File: config.mk
export PLATFORM = sky130hd
export DESIGN_NAME = truth_table_sweeper_flat
export DESIGN_NICKNAME = d
export VERILOG_FILES = /design/src/rtl/truth_table_sweeper_pkg.sv /design/src/rtl/truth_table_sweeper_if.sv /design/src/rtl/truth_table_sweeper_settle_counter.sv /design/src/rtl/truth_table_sweeper.sv /design/src/flat_wrapper.sv
export SDC_FILE = /design/constraint.sdc
export NUM_CORES = 1
export LEC_CHECK = 0
export CORE_MARGIN = 5
export CORE_UTILIZATION = 30
export DETAILED_ROUTE_END_ITERATION = 7
export SETUP_SLACK_MARGIN = 0.05
export SLEW_MARGIN = 10
export SYNTH_ARGS = -nofsm -noshare
export SYNTH_HDL_FRONTEND = slang
export SYNTH_SLANG_ARGS = --single-unit
File: constraint.sdc
create_clock -name i_clk -period 2.38 [get_ports i_clk]
set_input_delay 0.476 -clock i_clk [delete_from_list [all_inputs] [get_ports i_clk]]
set_output_delay 0.476 -clock i_clk [all_outputs]
set_load 0.02 [all_outputs]
File: src/rtl/truth_table_sweeper_pkg.sv
// +--------------------------------------------------------------------------+
// | sweep_pkg: FSM state encoding and shared constants for the sweeper.      |
// | Revision: 1.0                                                            |
// +--------------------------------------------------------------------------+
`default_nettype none

package sweep_pkg;

  localparam int MAX_SETTLE = 15;
  localparam int SETTLE_W   = 4;

  typedef enum logic [2:0] {
    ST_IDLE   = 3'd0,
    ST_APPLY  = 3'd1,
    ST_SETTLE = 3'd2,
    ST_SAMPLE = 3'd3,
    ST_DONE   = 3'd4
  } sweep_state_e;

endpackage : sweep_pkg

`default_nettype wire

File: src/rtl/truth_table_sweeper_if.sv
// +--------------------------------------------------------------------------+
// | truth_table_sweeper_if: harness <-> sweeper <-> gate signal bundle.      |
// | Optional capture vector present when SWEEP_CAPTURE_EN is defined.        |
// | Revision: 1.0                                                            |
// +--------------------------------------------------------------------------+
`default_nettype none

interface truth_table_sweeper_if #(
  parameter int N_IN = 4
) ();

  logic                 i_start;
  logic                 i_abort;
  logic [2**N_IN-1:0]   i_expected;
  logic                 i_duv_out;
  logic [N_IN-1:0]      o_duv_in;
  logic                 o_busy;
  logic                 o_done;
  logic                 o_pass;
  logic [N_IN:0]        o_fail_cnt;
  logic [N_IN-1:0]      o_first_fail_idx;
  logic                 o_first_fail_vld;
`ifdef SWEEP_CAPTURE_EN
  logic [2**N_IN-1:0]   o_captured;
`endif

  modport master (
    output i_start, i_abort, i_expected, i_duv_out,
    input  o_duv_in, o_busy, o_done, o_pass, o_fail_cnt,
           o_first_fail_idx, o_first_fail_vld
`ifdef SWEEP_CAPTURE_EN
    , input o_captured
`endif
  );

  modport slave (
    input  i_start, i_abort, i_expected, i_duv_out,
    output o_duv_in, o_busy, o_done, o_pass, o_fail_cnt,
           o_first_fail_idx, o_first_fail_vld
`ifdef SWEEP_CAPTURE_EN
    , output o_captured
`endif
  );

endinterface : truth_table_sweeper_if

`default_nettype wire

File: src/rtl/truth_table_sweeper_settle_counter.sv
// +--------------------------------------------------------------------------+
// | settle_counter: loadable down-counter timing the per-code settle window. |
// | Revision: 1.0                                                            |
// +--------------------------------------------------------------------------+
`default_nettype none

module settle_counter #(
  parameter int WIDTH = 4
) (
  input  logic             i_clk,
  input  logic             i_rst,
  input  logic             i_load,
  input  logic [WIDTH-1:0] i_load_val,
  input  logic             i_en,
  output logic             o_zero
);

  logic [WIDTH-1:0] cnt_q;

  // o_zero flags the cycle whose closing edge takes the count to zero.
  assign o_zero = i_en && (cnt_q == WIDTH'(1));

  always_ff @(posedge i_clk) begin
    if (i_rst) begin
      cnt_q <= '0;
    end else if (i_load) begin
      cnt_q <= i_load_val;
    end else if (i_en && (cnt_q != '0)) begin
      cnt_q <= cnt_q - WIDTH'(1);
    end
  end

endmodule : settle_counter

`default_nettype wire

File: src/rtl/truth_table_sweeper.sv
// +--------------------------------------------------------------------------+
// | truth_table_sweeper: walks a gate through all 2^N_IN codes and checks    |
// | its output against a truth-table vector. Option: SWEEP_CAPTURE_EN.       |
// | Revision: 1.0                                                            |
// +--------------------------------------------------------------------------+
`default_nettype none

module truth_table_sweeper
  import sweep_pkg::*;
#(
  parameter int N_IN          = 4,
  parameter int SETTLE_CYCLES = 2
) (
  input  logic                  i_clk,
  input  logic                  i_rst,
  truth_table_sweeper_if.slave  bus
);

  sweep_state_e     state_q;
  logic [N_IN-1:0]  idx_q;
  logic             busy_q;
  logic             done_q;
  logic             pass_q;
  logic [N_IN:0]    fail_cnt_q;
  logic [N_IN-1:0]  first_fail_idx_q;
  logic             first_fail_vld_q;
`ifdef SWEEP_CAPTURE_EN
  logic [2**N_IN-1:0] captured_q;
`endif

  logic w_settle_zero;
  logic w_mismatch;
  logic w_last;

  assign w_mismatch = (bus.i_duv_out != bus.i_expected[idx_q]);
  assign w_last     = &idx_q;

  settle_counter #(
    .WIDTH (SETTLE_W)
  ) u_settle (
    .i_clk      (i_clk),
    .i_rst      (i_rst),
    .i_load     (state_q == ST_APPLY),
    .i_load_val (SETTLE_W'(SETTLE_CYCLES)),
    .i_en       (state_q == ST_SETTLE),
    .o_zero     (w_settle_zero)
  );

  // Outputs are registered; done/pass/busy change on the same edge that enters DONE.
  always_ff @(posedge i_clk) begin
    if (i_rst) begin
      state_q          <= ST_IDLE;
      idx_q            <= '0;
      busy_q           <= 1'b0;
      done_q           <= 1'b0;
      pass_q           <= 1'b0;
      fail_cnt_q       <= '0;
      first_fail_idx_q <= '0;
      first_fail_vld_q <= 1'b0;
`ifdef SWEEP_CAPTURE_EN
      captured_q       <= '0;
`endif
    end else if (state_q == ST_IDLE) begin
      if (bus.i_start) begin
        state_q          <= ST_APPLY;
        idx_q            <= '0;
        busy_q           <= 1'b1;
        done_q           <= 1'b0;
        pass_q           <= 1'b0;
        fail_cnt_q       <= '0;
        first_fail_idx_q <= '0;
        first_fail_vld_q <= 1'b0;
`ifdef SWEEP_CAPTURE_EN
        captured_q       <= '0;
`endif
      end
    end else if (bus.i_abort) begin
      state_q <= ST_IDLE;
      busy_q  <= 1'b0;
      done_q  <= 1'b0;
      pass_q  <= 1'b0;
    end else begin
      case (state_q)
        ST_APPLY: begin
          state_q <= ST_SETTLE;
        end
        ST_SETTLE: begin
          if (w_settle_zero) begin
            state_q <= ST_SAMPLE;
          end
        end
        ST_SAMPLE: begin
          if (w_mismatch) begin
            fail_cnt_q <= fail_cnt_q + (N_IN+1)'(1);
            if (!first_fail_vld_q) begin
              first_fail_idx_q <= idx_q;
              first_fail_vld_q <= 1'b1;
            end
          end
`ifdef SWEEP_CAPTURE_EN
          captured_q[idx_q] <= bus.i_duv_out;
`endif
          if (w_last) begin
            state_q <= ST_DONE;
            busy_q  <= 1'b0;
            done_q  <= 1'b1;
            pass_q  <= (fail_cnt_q == '0) && !w_mismatch;
          end else begin
            idx_q   <= idx_q + N_IN'(1);
            state_q <= ST_APPLY;
          end
        end
        ST_DONE: begin
          state_q <= ST_IDLE;
          done_q  <= 1'b0;
        end
        default: begin
          state_q <= ST_IDLE;
        end
      endcase
    end
  end

  assign bus.o_duv_in         = idx_q;
  assign bus.o_busy           = busy_q;
  assign bus.o_done           = done_q;
  assign bus.o_pass           = pass_q;
  assign bus.o_fail_cnt       = fail_cnt_q;
  assign bus.o_first_fail_idx = first_fail_idx_q;
  assign bus.o_first_fail_vld = first_fail_vld_q;
`ifdef SWEEP_CAPTURE_EN
  assign bus.o_captured       = captured_q;
`endif

endmodule : truth_table_sweeper

`default_nettype wire

File: src/flat_wrapper.sv
// flat-port wrapper written by rule: the top's interface ports become plain ports
module truth_table_sweeper_flat import sweep_pkg::*;
#(
  parameter int N_IN          = 4,
  parameter int SETTLE_CYCLES = 2
)
  (i_clk, i_rst, bus_i_start, bus_i_abort, bus_i_expected, bus_i_duv_out, bus_o_duv_in, bus_o_busy, bus_o_done, bus_o_pass, bus_o_fail_cnt, bus_o_first_fail_idx, bus_o_first_fail_vld);
  truth_table_sweeper_if #(.N_IN(N_IN)) bus_i ();
  input  logic i_clk;
  input  logic i_rst;
  input wire logic [$bits(bus_i.i_start)-1:0] bus_i_start;
  input wire logic [$bits(bus_i.i_abort)-1:0] bus_i_abort;
  input wire logic [$bits(bus_i.i_expected)-1:0] bus_i_expected;
  input wire logic [$bits(bus_i.i_duv_out)-1:0] bus_i_duv_out;
  output wire logic [$bits(bus_i.o_duv_in)-1:0] bus_o_duv_in;
  output wire logic [$bits(bus_i.o_busy)-1:0] bus_o_busy;
  output wire logic [$bits(bus_i.o_done)-1:0] bus_o_done;
  output wire logic [$bits(bus_i.o_pass)-1:0] bus_o_pass;
  output wire logic [$bits(bus_i.o_fail_cnt)-1:0] bus_o_fail_cnt;
  output wire logic [$bits(bus_i.o_first_fail_idx)-1:0] bus_o_first_fail_idx;
  output wire logic [$bits(bus_i.o_first_fail_vld)-1:0] bus_o_first_fail_vld;
  assign bus_i.i_start = bus_i_start;
  assign bus_i.i_abort = bus_i_abort;
  assign bus_i.i_expected = bus_i_expected;
  assign bus_i.i_duv_out = bus_i_duv_out;
  assign bus_o_duv_in = bus_i.o_duv_in;
  assign bus_o_busy = bus_i.o_busy;
  assign bus_o_done = bus_i.o_done;
  assign bus_o_pass = bus_i.o_pass;
  assign bus_o_fail_cnt = bus_i.o_fail_cnt;
  assign bus_o_first_fail_idx = bus_i.o_first_fail_idx;
  assign bus_o_first_fail_vld = bus_i.o_first_fail_vld;
  truth_table_sweeper #(.N_IN(N_IN), .SETTLE_CYCLES(SETTLE_CYCLES)) u_core (.i_clk(i_clk), .i_rst(i_rst), .bus(bus_i));
endmodule
Word level (Yosys, flattened, before mapping)
Index checks and enable logic that the tools add are counted.
Cells by class
  equal/unequal tests: 12
  reductions and logical operators: 21
  magnitude comparators: 1
  add/subtract/negate cells: 3
  muxes and demuxes: 43
Operator list (number)
  two-way mux 4 bit: 10
  two-way mux 5 bit: 5
  two-way mux 1 bit: 18
  two-way mux 3 bit: 5
  AND reduction 4 bit: 3
  one-hot mux 3 bit (3 select lines): 1
  != test 4 x 2 -> 1 bit (second input constant): 2
  nonzero test 4 bit: 2
  == test 3 x 2 -> 1 bit (second input constant): 2
  != test 2 bit (second input constant): 3
  AND reduction 3 bit: 2
  nonzero test 2 bit: 3
  nonzero test 3 bit: 2
  adder 5 x 1 -> 5 bit (second input constant): 1
  zero test 5 bit: 1
  < comparator 4 x 5 -> 1 bit (second input constant): 1
  AND reduction 5 bit: 1
  adder 4 x 1 -> 4 bit (second input constant): 1
  binary-select mux 1 bit (select 4 bit): 1
  == test 4 x 1 -> 1 bit (second input constant): 1
  two-way mux 2 bit: 2
  subtractor 4 x 1 -> 4 bit (second input constant): 1
  == test 3 x 1 -> 1 bit (second input constant): 1
  == test 3 bit (second input constant): 1
  8 further kinds: 10
Storage, ports and cells
  word-level logic and storage cells: 90
  flip-flop bits (word level): 24
  output and inout port bits: 17

Longest topological paths before layout
Gate-level depths: netlist of the first run.
  depth after elaboration: 9
  mapped depth: 8

Modules after synthesis
Synthesis of the first run repeated with hierarchy kept, for this count alone.
Second synthesis, totals
  cell total of the unflattened synthesis: 155
  area total of the unflattened synthesis: 1387.6 µm²
By module, submodules not included
  truth_table_sweeper: cells an instance 125, instances 1, area an instance 1123.6 µm²
  settle_counter: cells an instance 30, instances 1, area an instance 264.0 µm²

Worst setup path before layout of the first run
OpenSTA, ideal clock, no wires.
  path kind: reg2reg
  start: register u_core.idx_q[1] (netlist: u_core.bus.o_duv_in[1])
  end: register u_core.first_fail_idx_q[0] (netlist: u_core.bus.o_first_fail_idx[0])
  required time: 2.263 ns
  cell stages (with the launch flop): 8
  path slack: 0.121 ns
  data arrival time: 2.141 ns
  path through: dfxtp_1 -> buf_6 -> mux4_2 -> mux2i_1 -> xnor2_1 -> o211ai_2 -> or3_1 -> a32o_1
On the way
  word-level cells in the longest chain between the ends: 5
Ends and longest elaborated chain
  from (decl): RTL line truth_table_sweeper.sv:20  | logic [N_IN-1:0] idx_q;
  from (signal assigned): RTL line truth_table_sweeper.sv:109  | idx_q <= idx_q + N_IN'(1);
  binary-select mux 1 bit (select 4 bit): RTL line truth_table_sweeper.sv:35  | assign w_mismatch = (bus.i_duv_out != bus.i_expected[idx_q]);
  two-way mux 1 bit (not written as such): RTL line truth_table_sweeper.sv:35
  != test 1 bit: RTL line truth_table_sweeper.sv:35
  nonzero test 2 bit (no source line)
  AND reduction 5 bit (no source line)
  to (signal assigned): RTL line truth_table_sweeper.sv:96  | first_fail_idx_q <= idx_q;
  to (decl): RTL line truth_table_sweeper.sv:25  | logic [N_IN-1:0] first_fail_idx_q;
Every way passes these cells. The select of a mux whose other input is x is not followed.
A chain may end at the register's enable or synchronous reset.

Worst setup path after layout of the first run
  start: register u_core.idx_q[1] (netlist: u_core.bus.o_duv_in[1])
  end: register u_core.first_fail_idx_q[2] (netlist: u_core.bus.o_first_fail_idx[2])
The elaborated chain is that of the path after synthesis.

==> qor.txt, run 1 <==
DETAILED ROUTING
----------------------------------------------------------------------------
Remaining design rule violation count .........................            0
Length of the first detailed-routing pass in iterations .......            4
Post-detailed-routing wire length .............................     3.102 mm
Number of routed nets with antenna violations .................            0
Number of vias in the routed layout ...........................        1,211
Routed wirelength normalized by instance count ................     12.61 um
DR vias/cell ..................................................        4.923
Violation count after the first detailed-routing iteration ....           37

YOSYS
----------------------------------------------------------------------------
Number of flops mapped to enable cells by yosys ...............            0
Number of distinct library cells after synthesis ..............           38
Primary FF master, synth ...................................... sky130_fd_sc_hd__dfxtp_1
Gate count after technology mapping ...........................          150
Number of flip-flops and latches in the synthesized netlist ...           24
Ys Warns ......................................................            0
Proportion of synthesized chip area in sequential cells .......       36.33%
Netlist area before placement .................................     1323 um2
Syn_nets ......................................................          177
Fraction of registers with async set/reset ....................           0%
Syn Area/Cell .................................................    8.817 um2

CRITICAL PATH
----------------------------------------------------------------------------
Element type at the critical path start .......................    flip-flop
Reg-to-reg slack, setup .......................................      0.24 ns
Worst-case reg-to-reg path depth ..............................            6
Worst flop-to-flop path startpoint ............................ u_core.bus.o_duv_in[1]$_SDFFE_PP0P_
FF-to-FF End .................................................. u_core.bus.o_first_fail_idx[2]$_SDFFE_PP0P_
Capturing element type of the critical path ...................    flip-flop
Maximum fanout encountered on the critical timing path ........            4
Type of the worst setup path ..................................      reg2reg
Required time worst endpoint ..................................      2.54 ns
Critical path data arrival time ...............................      2.30 ns

GLOBAL ROUTE
----------------------------------------------------------------------------
Antenna violations before repair ..............................            0
Global route total overflow ...................................            0
First-pass GRT wire length ....................................     5.257 mm
Number of global-route vias before repair .....................        1,124
Tot GR Track Use ..............................................       10.71%
Pin count of the biggest net entering global routing ..........           14

CLOCKING
----------------------------------------------------------------------------
Max H-tree Level ..............................................            1
CTS Root Buffer Type .......................................... sky130_fd_sc_hd__clkbuf_8
Clock tree from TritonCTS .....................................          yes
Number of buffers created by CTS ..............................            3
Clk slew on worst S/H paths ...................................      0.09 ns
Clock network latency to the later pin of the worst-skew pair .      0.27 ns
CTS sink cnt ..................................................           24
Maximum buffer depth of the clock tree ........................            2
Hold-fix buffers, CTS .........................................            0

TIMING
----------------------------------------------------------------------------
Final period utilization ......................................       89.77%
Fin Hold WS ...................................................    0.4647 ns
Highest achievable clock rate .................................   0.4680 GHz
Actual transition at the worst max-transition pin .............    0.5760 ns
Worst Clk Skew ................................................  0.006222 ns
Pins Over Slew Limit ..........................................            0
Final setup viols .............................................            0
Unrepaired setup endpoints after global routing ...............        false
Final number of hold-violating endpoints ......................            0
Final min period ..............................................     2.137 ns
Relative slew margins .........................................       61.37%

LAYOUT
----------------------------------------------------------------------------
Commonest cells after routing, fill and taps aside ............ sky130_fd_sc_hd__clkdlybuf4s50_1 (29), sky130_fd_sc_hd__dfxtp_1 (23), sky130_fd_sc_hd__nor2_1 (16)
Share of post-route cells with drive strength above 1 .........       10.82%
Total Nets Final ..............................................          222
Commonest non-fill, non-tap cell in the layout ................ sky130_fd_sc_hd__clkdlybuf4s50_1
Final Core Density ............................................       43.32%
Antenna cell count ............................................            0
Area growth from synthesis to layout ..........................       41.63%

PLACED DESIGN
----------------------------------------------------------------------------
Number of buffer cells added on primary ports .................           37
Final weighted congestion in routability-driven placement .....       0.7642
DP Wirelength .................................................     2.373 mm

HOLD PATH
----------------------------------------------------------------------------
Worst min-delay path endpoint ................................. u_core.bus.o_pass$_SDFFE_PP0P_
Cell depth of the worst min-delay path ........................            2
Worst min path class ..........................................      reg2reg
Startpoint of the most critical hold path ..................... u_core.bus.o_pass$_SDFFE_PP0P_

JOB
----------------------------------------------------------------------------
Count of max-cap constraint violations ........................            0

POWER AND IR DROP
----------------------------------------------------------------------------
Leakage power figure .......................................... 0.0007268 uW
Overall power of the completed layout .........................     834.1 uW
Worst ir drop on vdd ..........................................  0.0002520 V
Areal power density over the cells ............................ 445.3 nW/um2

DIE
----------------------------------------------------------------------------
Ports .........................................................           38
Chip height ...................................................     76.40 um
Rows ..........................................................           24
X dimension of the die ........................................     76.40 um
Starting Density ..............................................       30.58%
Full die area .................................................     5836 um2
Floorplan core area ...........................................     4324 um2

STATUS
----------------------------------------------------------------------------
Status ........................................................    completed

## metrics by stage
step	worst slack [ns]	std cells	TNS [ns]	cell area, um2
CTS	0.06690	245	0	1839
global placement	-0.2135	241	-1.351	1784
floorplan	0.1211	150	0	1323
finish	0.2434	246	0	1873
detailed placement	-0.2237	241	-1.481	1784
global route	0.1052	246	0	1873
## logic make-up (layout without fill, tap and decap cells)
group / Yosys count / after routing / synth area share, %
AOI/OAI and AO/OA: 30 / 30 / 16.65
adders and majority gates: 6 / 6 / 5.676
muxes: 9 / 9 / 8.704
xor gates and xnor gates: 7 / 7 / 4.636
DFF: 24 / 24 / 36.33
buffers and inverters: 16 / 60 / 5.961
and+or+nand+nor: 58 / 58 / 22.04
## timing repair
item | CTS | global route
resized for setup | 0 | 11
setup endpoints to repair | 0 | 6
setup buffers | 0 | 1
## synthesized netlist by cell type (3+ instances only)
cell,instances,area [um2]
sky130_fd_sc_hd__nor3_1,4,20.02
sky130_fd_sc_hd__mux2i_1,7,70.07
sky130_fd_sc_hd__nand2b_1,4,25.02
sky130_fd_sc_hd__a32o_1,4,40.04
sky130_fd_sc_hd__inv_1,8,30.03
sky130_fd_sc_hd__o21ai_0,4,20.02
sky130_fd_sc_hd__clkbuf_1,5,18.77
sky130_fd_sc_hd__nor2b_1,3,18.77
sky130_fd_sc_hd__nand2_1,11,41.29
sky130_fd_sc_hd__dfxtp_1,24,480.5
sky130_fd_sc_hd__ha_1,6,75.07
sky130_fd_sc_hd__nor2_1,16,60.06
sky130_fd_sc_hd__xnor2_1,5,43.79
sky130_fd_sc_hd__nand4_1,3,18.77
sky130_fd_sc_hd__a21oi_1,8,40.04
sky130_fd_sc_hd__nand3_1,5,25.02
## worst max-delay path by stage
stage,from,to,slack [ns],depth (start not counted)
after global placement,bus_i_expected[15],u_core.bus.o_first_fail_idx[1]$_SDFFE_PP0P_,-0.21,7
after floorplan,u_core.bus.o_duv_in[1]$_SDFFE_PP0P_,u_core.bus.o_first_fail_idx[0]$_SDFFE_PP0P_,0.12,7
final,u_core.bus.o_duv_in[1]$_SDFFE_PP0P_,u_core.bus.o_first_fail_idx[2]$_SDFFE_PP0P_,0.24,6
after global routing,u_core.bus.o_duv_in[1]$_SDFFE_PP0P_,u_core.bus.o_first_fail_idx[1]$_SDFFE_PP0P_,0.11,6
after detailed placement,bus_i_expected[15],u_core.bus.o_first_fail_idx[2]$_SDFFE_PP0P_,-0.22,7
after CTS,bus_i_expected[15],u_core.bus.o_first_fail_idx[2]$_SDFFE_PP0P_,0.07,7
## report_power, final
group,internal [uW],switching (uW),total [uW]
registers,409,9.82,419
logic,72.7,60.1,133
clock network,148,134,282
total,630,204,834
## area by class of cell
class,instances,area (um2)
clock buffers,4,55.05
inverters,8,30.03
multi-input cells,110,768.2
fillers,452,2451
well taps,52,65.06
flip-flops and latches,24,481.7
repair buffers,48,473.0
## routing by layer
metal | track usage, % | routed length (um) | part of all wire [%] | vias to the layer above
li1 | - | - | - | 627
met5 | 0 | 0 | 0 | -
met1 | 14.97 | 1560 | 50 | 559
met3 | 2.246 | 91 | 2.9 | 4
met4 | 3.671 | 28 | 0.90 | 0
met2 | 16.27 | 1421 | 46 | 21
## sequential cells by signal (all words and copies together) (netlist names)
signal	flops
u_core.bus.o_first_fail_vld	1
u_core.bus.o_duv_in	4
u_core.bus.o_fail_cnt	5
u_core.bus.o_busy	1
u_core.state_q	3
u_core.bus.o_first_fail_idx	4
u_core.bus.o_done	1
u_core.bus.o_pass	1
u_core.u_settle.cnt_q	4
## critical path, cell delays in order (launching register included)
cell and delay [ns]:
sky130_fd_sc_hd__dfxtp_2 0.37, sky130_fd_sc_hd__mux4_2 0.49, sky130_fd_sc_hd__mux2i_1 0.18, sky130_fd_sc_hd__xnor2_1 0.15
sky130_fd_sc_hd__o211ai_2 0.15, sky130_fd_sc_hd__or3_4 0.43, sky130_fd_sc_hd__a32o_1 0.26
No activity file was read; power rests on OpenSTA's default activity.
==> run 2: changes to the inputs <==
- REMOVE_ABC_BUFFERS: default -> 1
- clock period: 2.38 -> 2.6 ns (I/O delays scaled with it)
==> qor.txt, run 2 (same netlist as run 1, synthesis figures left out) <==
PLACED DESIGN
----------------------------------------------------------------------------
Number of buffer cells added on primary ports .................           37   unchanged
Placed cell count .............................................          239   was 241
DP Wirelength .................................................     2.356 mm   was 2.373 mm
Final weighted congestion in routability-driven placement .....       0.7846   was 0.7642

CLOCKING
----------------------------------------------------------------------------
Hold-fix buffers, CTS .........................................            0   unchanged
Clock network latency to the later pin of the worst-skew pair .      0.27 ns   about the same
Quantity of gates resized following cts .......................            0   unchanged
Post-CTS Setup Repair Bufs ....................................            0   unchanged
Number of buffers created by CTS ..............................            3   unchanged
Max H-tree Level ..............................................            1   unchanged
CTS sink cnt ..................................................           24   unchanged
CTS Root Buffer Type .......................................... sky130_fd_sc_hd__clkbuf_8   unchanged
Clock tree from TritonCTS .....................................          yes   unchanged
Maximum buffer depth of the clock tree ........................            2   unchanged
Clk slew on worst S/H paths ...................................      0.09 ns   about the same

DETAILED ROUTING
----------------------------------------------------------------------------
Post-detailed-routing wire length .............................     3.028 mm   was 3.102 mm
DR vias/cell ..................................................        4.893   was 4.923
Routed wirelength normalized by instance count ................     12.46 um   was 12.61 um
Number of routed nets with antenna violations .................            0   unchanged
Number of vias in the routed layout ...........................        1,189   was 1,211
Violation count after the first detailed-routing iteration ....           56   was 37
Remaining design rule violation count .........................            0   unchanged
Length of the first detailed-routing pass in iterations .......            4   unchanged

GLOBAL ROUTE
----------------------------------------------------------------------------
Tot GR Track Use ..............................................       10.99%   was 10.71%
Global route total overflow ...................................            0   unchanged
Antenna violations before repair ..............................            0   unchanged
Pin count of the biggest net entering global routing ..........           15   was 14
Number of global-route vias before repair .....................        1,148   was 1,124
First-pass GRT wire length ....................................     5.444 mm   was 5.257 mm

CRITICAL PATH
----------------------------------------------------------------------------
Element type at the critical path start ....................... primary input   was flip-flop
Type of the worst setup path ..................................       in2reg   was reg2reg
Largest delay share family, worst path ........................ multiplexers   unchanged
Reg-to-reg slack, setup .......................................      0.39 ns   was 0.24 ns
Capturing element type of the critical path ...................    flip-flop   unchanged
Worst path max stage delay ....................................      0.46 ns   was 0.49 ns
Critical path data arrival time ...............................      2.54 ns   was 2.30 ns
Critical path buffers and inverters ...........................            1   was 0
Maximum fanout encountered on the critical timing path ........            4   unchanged
Required time worst endpoint ..................................      2.77 ns   was 2.54 ns
List of cells traversed by the critical path .................. clkdlybuf4s50_1, mux4_2, mux2i_1, xnor2_1, o211ai_2, or3_1, a32o_1   was mux4_2, mux2i_1, xnor2_1, o211ai_2, or3_4, a32o_1
Highest-delay cell along the critical path .................... sky130_fd_sc_hd__mux4_2   unchanged

DIE
----------------------------------------------------------------------------
Chip height ...................................................     76.40 um   unchanged
Starting Density ..............................................       30.58%   unchanged
Full die area .................................................     5836 um2   unchanged
Ports .........................................................           38   unchanged
Rows ..........................................................           24   unchanged
X dimension of the die ........................................     76.40 um   unchanged
Floorplan core area ...........................................     4324 um2   unchanged

POWER AND IR DROP
----------------------------------------------------------------------------
Areal power density over the cells ............................ 451.5 nW/um2   was 445.3 nW/um2
Worst ir drop on vdd ..........................................  0.0002389 V   was 0.0002520 V
Leakage power figure .......................................... 0.0006437 uW   was 0.0007268 uW

LAYOUT
----------------------------------------------------------------------------
Commonest non-fill, non-tap cell in the layout ................ sky130_fd_sc_hd__clkdlybuf4s50_1   unchanged
Number of flip-flops in the largest register ..................            5   unchanged
Final Core Density ............................................       42.56%   was 43.32%
Area growth from synthesis to layout ..........................       39.17%   was 41.63%
Share of post-route cells with drive strength above 1 .........       8.377%   was 10.82%
Commonest cells after routing, fill and taps aside ............ sky130_fd_sc_hd__clkdlybuf4s50_1 (37), sky130_fd_sc_hd__dfxtp_1 (24), sky130_fd_sc_hd__nor2_1 (16)   was sky130_fd_sc_hd__clkdlybuf4s50_1 (29), sky130_fd_sc_hd__dfxtp_1 (23), sky130_fd_sc_hd__nor2_1 (16)
Total Nets Final ..............................................          219   was 222
Post-route non-filler standard cell count .....................          243   was 246
Antenna cell count ............................................            0   unchanged

TIMING
----------------------------------------------------------------------------
Unrepaired setup endpoints after global routing ...............        false   unchanged
Highest achievable clock rate .................................   0.4229 GHz
Final number of hold-violating endpoints ......................            0   unchanged
Actual transition at the worst max-transition pin .............    0.5978 ns   was 0.5760 ns
Relative slew margins .........................................       59.91%   was 61.37%
Fin Hold WS ...................................................    0.4539 ns   was 0.4647 ns
Final setup viols .............................................            0   unchanged
Worst Clk Skew ................................................  0.009411 ns   was 0.006222 ns
Pins Over Slew Limit ..........................................            0   unchanged
Final min period ..............................................     2.364 ns
Final period utilization ......................................       90.94%

HOLD PATH
----------------------------------------------------------------------------
Worst min path class ..........................................      reg2reg   unchanged

JOB
----------------------------------------------------------------------------
Count of max-cap constraint violations ........................            0   unchanged

STATUS
----------------------------------------------------------------------------
Status ........................................................    completed   unchanged

run 2: power breakdown:
group | switching, uW | total (uW) | internal [uW] | leakage (uW)
clock network | 122 | 328 | 206 | 0.0000357
logic | 54.6 | 120 | 65.2 | 0.000414
registers | 8.85 | 383 | 375 | 0.000194
total | 185 | 831 | 646 | 0.000644
run 2: per-layer routing:
metal	global-route usage (%)	up-vias	routed length [um]
li1	-	618	-
met1	15.26	527	1494
met2	16.52	40	1345
met3	2.600	4	156
met4	3.846	0	31
met5	0	-	0
run 2: through the flow:
| stage | instance area (um2) | TNS [ns] | power (uW) | worst slack, ns |
|---|---|---|---|---|
| 2_1_floorplan | 1274 | 0 | 449.4 | 0.1832 |
| 3_3_place_gp | 1769 | -0.1322 | 511.6 | -0.03502 |
| 3_5_place_dp | 1769 | -0.2940 | 512.2 | -0.06235 |
| 4_1_cts | 1841 | 0 | 841.7 | 0.2281 |
| 5_1_grt | 1841 | 0 | 877.8 | 0.1130 |
| 6_report | 1841 | 0 | 831.1 | 0.2356 |
run 2: final cells by class:
| cell class | instances | area (um2) |
|---|---|---|
| multi-input combinational | 110 | 763.2 |
| timing repair buffer | 45 | 430.4 |
| fill | 443 | 2484 |
| tap | 52 | 65.06 |
| inverter | 8 | 30.03 |
| clock inverter | 1 | 30.03 |
| sequential | 24 | 480.5 |
| clock buffer | 3 | 41.29 |
run 2: worst paths after layout:
kind / start / endpoint / depth (start not counted)
min: u_core.bus.o_pass$_SDFFE_PP0P_ / u_core.bus.o_pass$_SDFFE_PP0P_ / 2
min reg2reg: u_core.bus.o_pass$_SDFFE_PP0P_ / u_core.bus.o_pass$_SDFFE_PP0P_ / 2
max: bus_i_expected[14] / u_core.bus.o_first_fail_idx[1]$_SDFFE_PP0P_ / 7
max reg2reg: u_core.bus.o_duv_in[1]$_SDFFE_PP0P_ / u_core.bus.o_first_fail_idx[1]$_SDFFE_PP0P_ / 6
run 2: worst reg2reg max path: cells and delay by family (launching register included):
| kind | cells | cell delay [ns] |
|---|---|---|
| DFF | 1 | 0.43 |
| muxes | 2 | 0.71 |
| xor gates and xnor gates | 1 | 0.16 |
| AOI/OAI and AO/OA | 2 | 0.42 |
| and+or+nand+nor | 1 | 0.39 |
==> run 3: changes to the inputs <==
- CORE_MARGIN: 5 -> 2
==> qor.txt, run 3 (same netlist as run 1, synthesis figures left out) <==
STATUS
----------------------------------------------------------------------------
Status ........................................................    completed   unchanged

TIMING
----------------------------------------------------------------------------
Final min period ..............................................     2.355 ns   was 2.364 ns
Actual transition at the worst max-transition pin .............    0.5819 ns   was 0.5978 ns
Relative slew margins .........................................       60.97%   was 59.91%
Worst Clk Skew ................................................  0.001505 ns   was 0.009411 ns
Final period utilization ......................................       90.58%   was 90.94%
Highest achievable clock rate .................................   0.4246 GHz   was 0.4229 GHz
Pins Over Slew Limit ..........................................            0   unchanged
Final setup viols .............................................            0   unchanged
Unrepaired setup endpoints after global routing ...............        false   unchanged
Final number of hold-violating endpoints ......................            0   unchanged

CRITICAL PATH
----------------------------------------------------------------------------
Required time worst endpoint ..................................      2.76 ns   was 2.77 ns
Maximum fanout encountered on the critical timing path ........            4   unchanged
Capturing element type of the critical path ...................    flip-flop   unchanged
Worst-case reg-to-reg path depth ..............................            6   unchanged
Element type at the critical path start ....................... primary input   unchanged
Type of the worst setup path ..................................       in2reg   unchanged
Critical path data arrival time ...............................      2.52 ns   was 2.54 ns

DETAILED ROUTING
----------------------------------------------------------------------------
Violation count after the first detailed-routing iteration ....           33   was 56
Number of vias in the routed layout ...........................        1,210   was 1,189
Routed wirelength normalized by instance count ................     12.27 um   was 12.46 um
Length of the first detailed-routing pass in iterations .......            6   was 4
Remaining design rule violation count .........................            0   unchanged
Post-detailed-routing wire length .............................     2.995 mm   was 3.028 mm
Number of routed nets with antenna violations .................            0   unchanged
DR vias/cell ..................................................        4.959   was 4.893

DIE
----------------------------------------------------------------------------
Full die area .................................................     4955 um2   was 5836 um2
Ports .........................................................           38   unchanged
X dimension of the die ........................................     70.40 um   was 76.40 um
Chip height ...................................................     70.40 um   was 76.40 um
Floorplan core area ...........................................     4294 um2   was 4324 um2
Rows ..........................................................           24   unchanged
Starting Density ..............................................       30.80%   was 30.58%

CLOCKING
----------------------------------------------------------------------------
Clock tree from TritonCTS .....................................          yes   unchanged
Max H-tree Level ..............................................            1   unchanged
Maximum buffer depth of the clock tree ........................            2   unchanged
Clock network latency to the later pin of the worst-skew pair .      0.27 ns   about the same
Hold-fix buffers, CTS .........................................            0   unchanged
Clk slew on worst S/H paths ...................................      0.08 ns   was 0.09 ns
CTS Root Buffer Type .......................................... sky130_fd_sc_hd__clkbuf_8   unchanged
Number of buffers created by CTS ..............................            3   unchanged
Quantity of gates resized following cts .......................            0   unchanged
CTS sink cnt ..................................................           24   unchanged
Post-CTS Setup Repair Bufs ....................................            0   unchanged

HOLD PATH
----------------------------------------------------------------------------
Worst min path class ..........................................      reg2reg   unchanged
Cell depth of the worst min-delay path ........................            2   unchanged

LAYOUT
----------------------------------------------------------------------------
Total Nets Final ..............................................          220   was 219
Commonest non-fill, non-tap cell in the layout ................ sky130_fd_sc_hd__clkdlybuf4s50_1   unchanged
Layout fillers ................................................          430   was 443
Area growth from synthesis to layout ..........................       38.51%   was 39.17%
Commonest cells after routing, fill and taps aside ............ sky130_fd_sc_hd__clkdlybuf4s50_1 (37), sky130_fd_sc_hd__dfxtp_1 (24), sky130_fd_sc_hd__nor2_1 (16)   unchanged
Number of flip-flops in the largest register ..................            5   unchanged
Final std cell area, no fill ..................................     1832 um2   was 1841 um2
Multi-input logic area ........................................    763.2 um2   unchanged
Antenna cell count ............................................            0   unchanged
Area taken by flip-flops and latches ..........................    480.5 um2   unchanged
Share of post-route cells with drive strength above 1 .........       8.854%   was 8.377%
Post-route non-filler standard cell count .....................          244   was 243

POWER AND IR DROP
----------------------------------------------------------------------------
Leakage power figure .......................................... 0.0006416 uW   was 0.0006437 uW
Areal power density over the cells ............................ 413.9 nW/um2   was 451.5 nW/um2
Worst ir drop on vdd ..........................................  0.0001716 V   was 0.0002389 V

GLOBAL ROUTE
----------------------------------------------------------------------------
Pin count of the biggest net entering global routing ..........           14   was 15
Tot GR Track Use ..............................................       12.72%   was 10.99%
Global route total overflow ...................................            0   unchanged
First-pass GRT wire length ....................................     5.064 mm   was 5.444 mm
Antenna violations before repair ..............................            0   unchanged
Number of global-route vias before repair .....................        1,185   was 1,148

PLACED DESIGN
----------------------------------------------------------------------------
Cell area after placement .....................................     1777 um2   was 1769 um2
DP Wirelength .................................................     2.301 mm   was 2.356 mm
Placed cell count .............................................          240   was 239
Final weighted congestion in routability-driven placement .....       0.7676   was 0.7846
Number of buffer cells added on primary ports .................           37   unchanged

JOB
----------------------------------------------------------------------------
Count of max-cap constraint violations ........................            0   unchanged

## run 3: cell count changes in the layout (fill, tap and decap cells not counted), sizes merged
cell,delta
buf,+1
bufinv,-1
clkbuf,+1
## run 3: path summary, 6_finish.rpt
kind,start,to,slack [ns]
max reg2reg,u_core.bus.o_duv_in[1]$_SDFFE_PP0P_,u_core.bus.o_first_fail_idx[2]$_SDFFE_PP0P_,0.44
max,bus_i_expected[14],u_core.bus.o_first_fail_idx[2]$_SDFFE_PP0P_,0.24
min reg2reg,u_core.bus.o_pass$_SDFFE_PP0P_,u_core.bus.o_pass$_SDFFE_PP0P_,0.45
min,u_core.bus.o_pass$_SDFFE_PP0P_,u_core.bus.o_pass$_SDFFE_PP0P_,0.45
## run 3: metal layers
| layer | share of wire, % | up-vias | wire (um) | track usage, % |
|---|---|---|---|---|
| li1 | - | 625 | - | - |
| met1 | 45 | 555 | 1335 | 14.88 |
| met2 | 49 | 26 | 1457 | 22.12 |
| met3 | 5.1 | 4 | 152 | 2.597 |
| met4 | 1.7 | 0 | 50 | 5.769 |
| met5 | 0 | - | 0 | 0 |
## run 3: layout make-up
class | instances | share of cell area, %
Multi-Input combinational cell | 110 | 41.67
Sequential cell | 24 | 26.23
Timing Repair Buffer | 46 | 23.91
Tap cell | 52 | 3.552
Clock buffer | 4 | 3.005
Inverter | 8 | 1.639
## run 3: stage by stage
stage | setup WS (ns) | power [uW] | TNS [ns] | utilization, % | hold slack (ns)
final | 0.2449 | 758.1 | 0 | 42.66 | 0.4520
after global routing | 0.1237 | 792.5 | 0 | 42.66 | 0.4852
after CTS | 0.2294 | 773.1 | 0 | 42.66 | 0.4585
after detailed placement | -0.06376 | 514.5 | -0.2785 | 41.38 | 0.4455
after global placement | -0.03329 | 513.5 | -0.1296 | 41.38 | 0.4436
after floorplan | 0.1832 | 449.4 | 0 | - | 0.4801
## run 3: critical path, cell delays in order
cell and delay (ns):
sky130_fd_sc_hd__clkdlybuf4s50_1 0.41, sky130_fd_sc_hd__mux4_2 0.46, sky130_fd_sc_hd__mux2i_1 0.17, sky130_fd_sc_hd__xnor2_1 0.16, sky130_fd_sc_hd__o211ai_2 0.13, sky130_fd_sc_hd__or3_1 0.39
sky130_fd_sc_hd__a32o_1 0.28
## run 3: power breakdown
| part | switching [uW] | internal, uW |
|---|---|---|
| clock network | 118 | 135 |
| registers | 8.64 | 375 |
| logic | 54.9 | 66.9 |
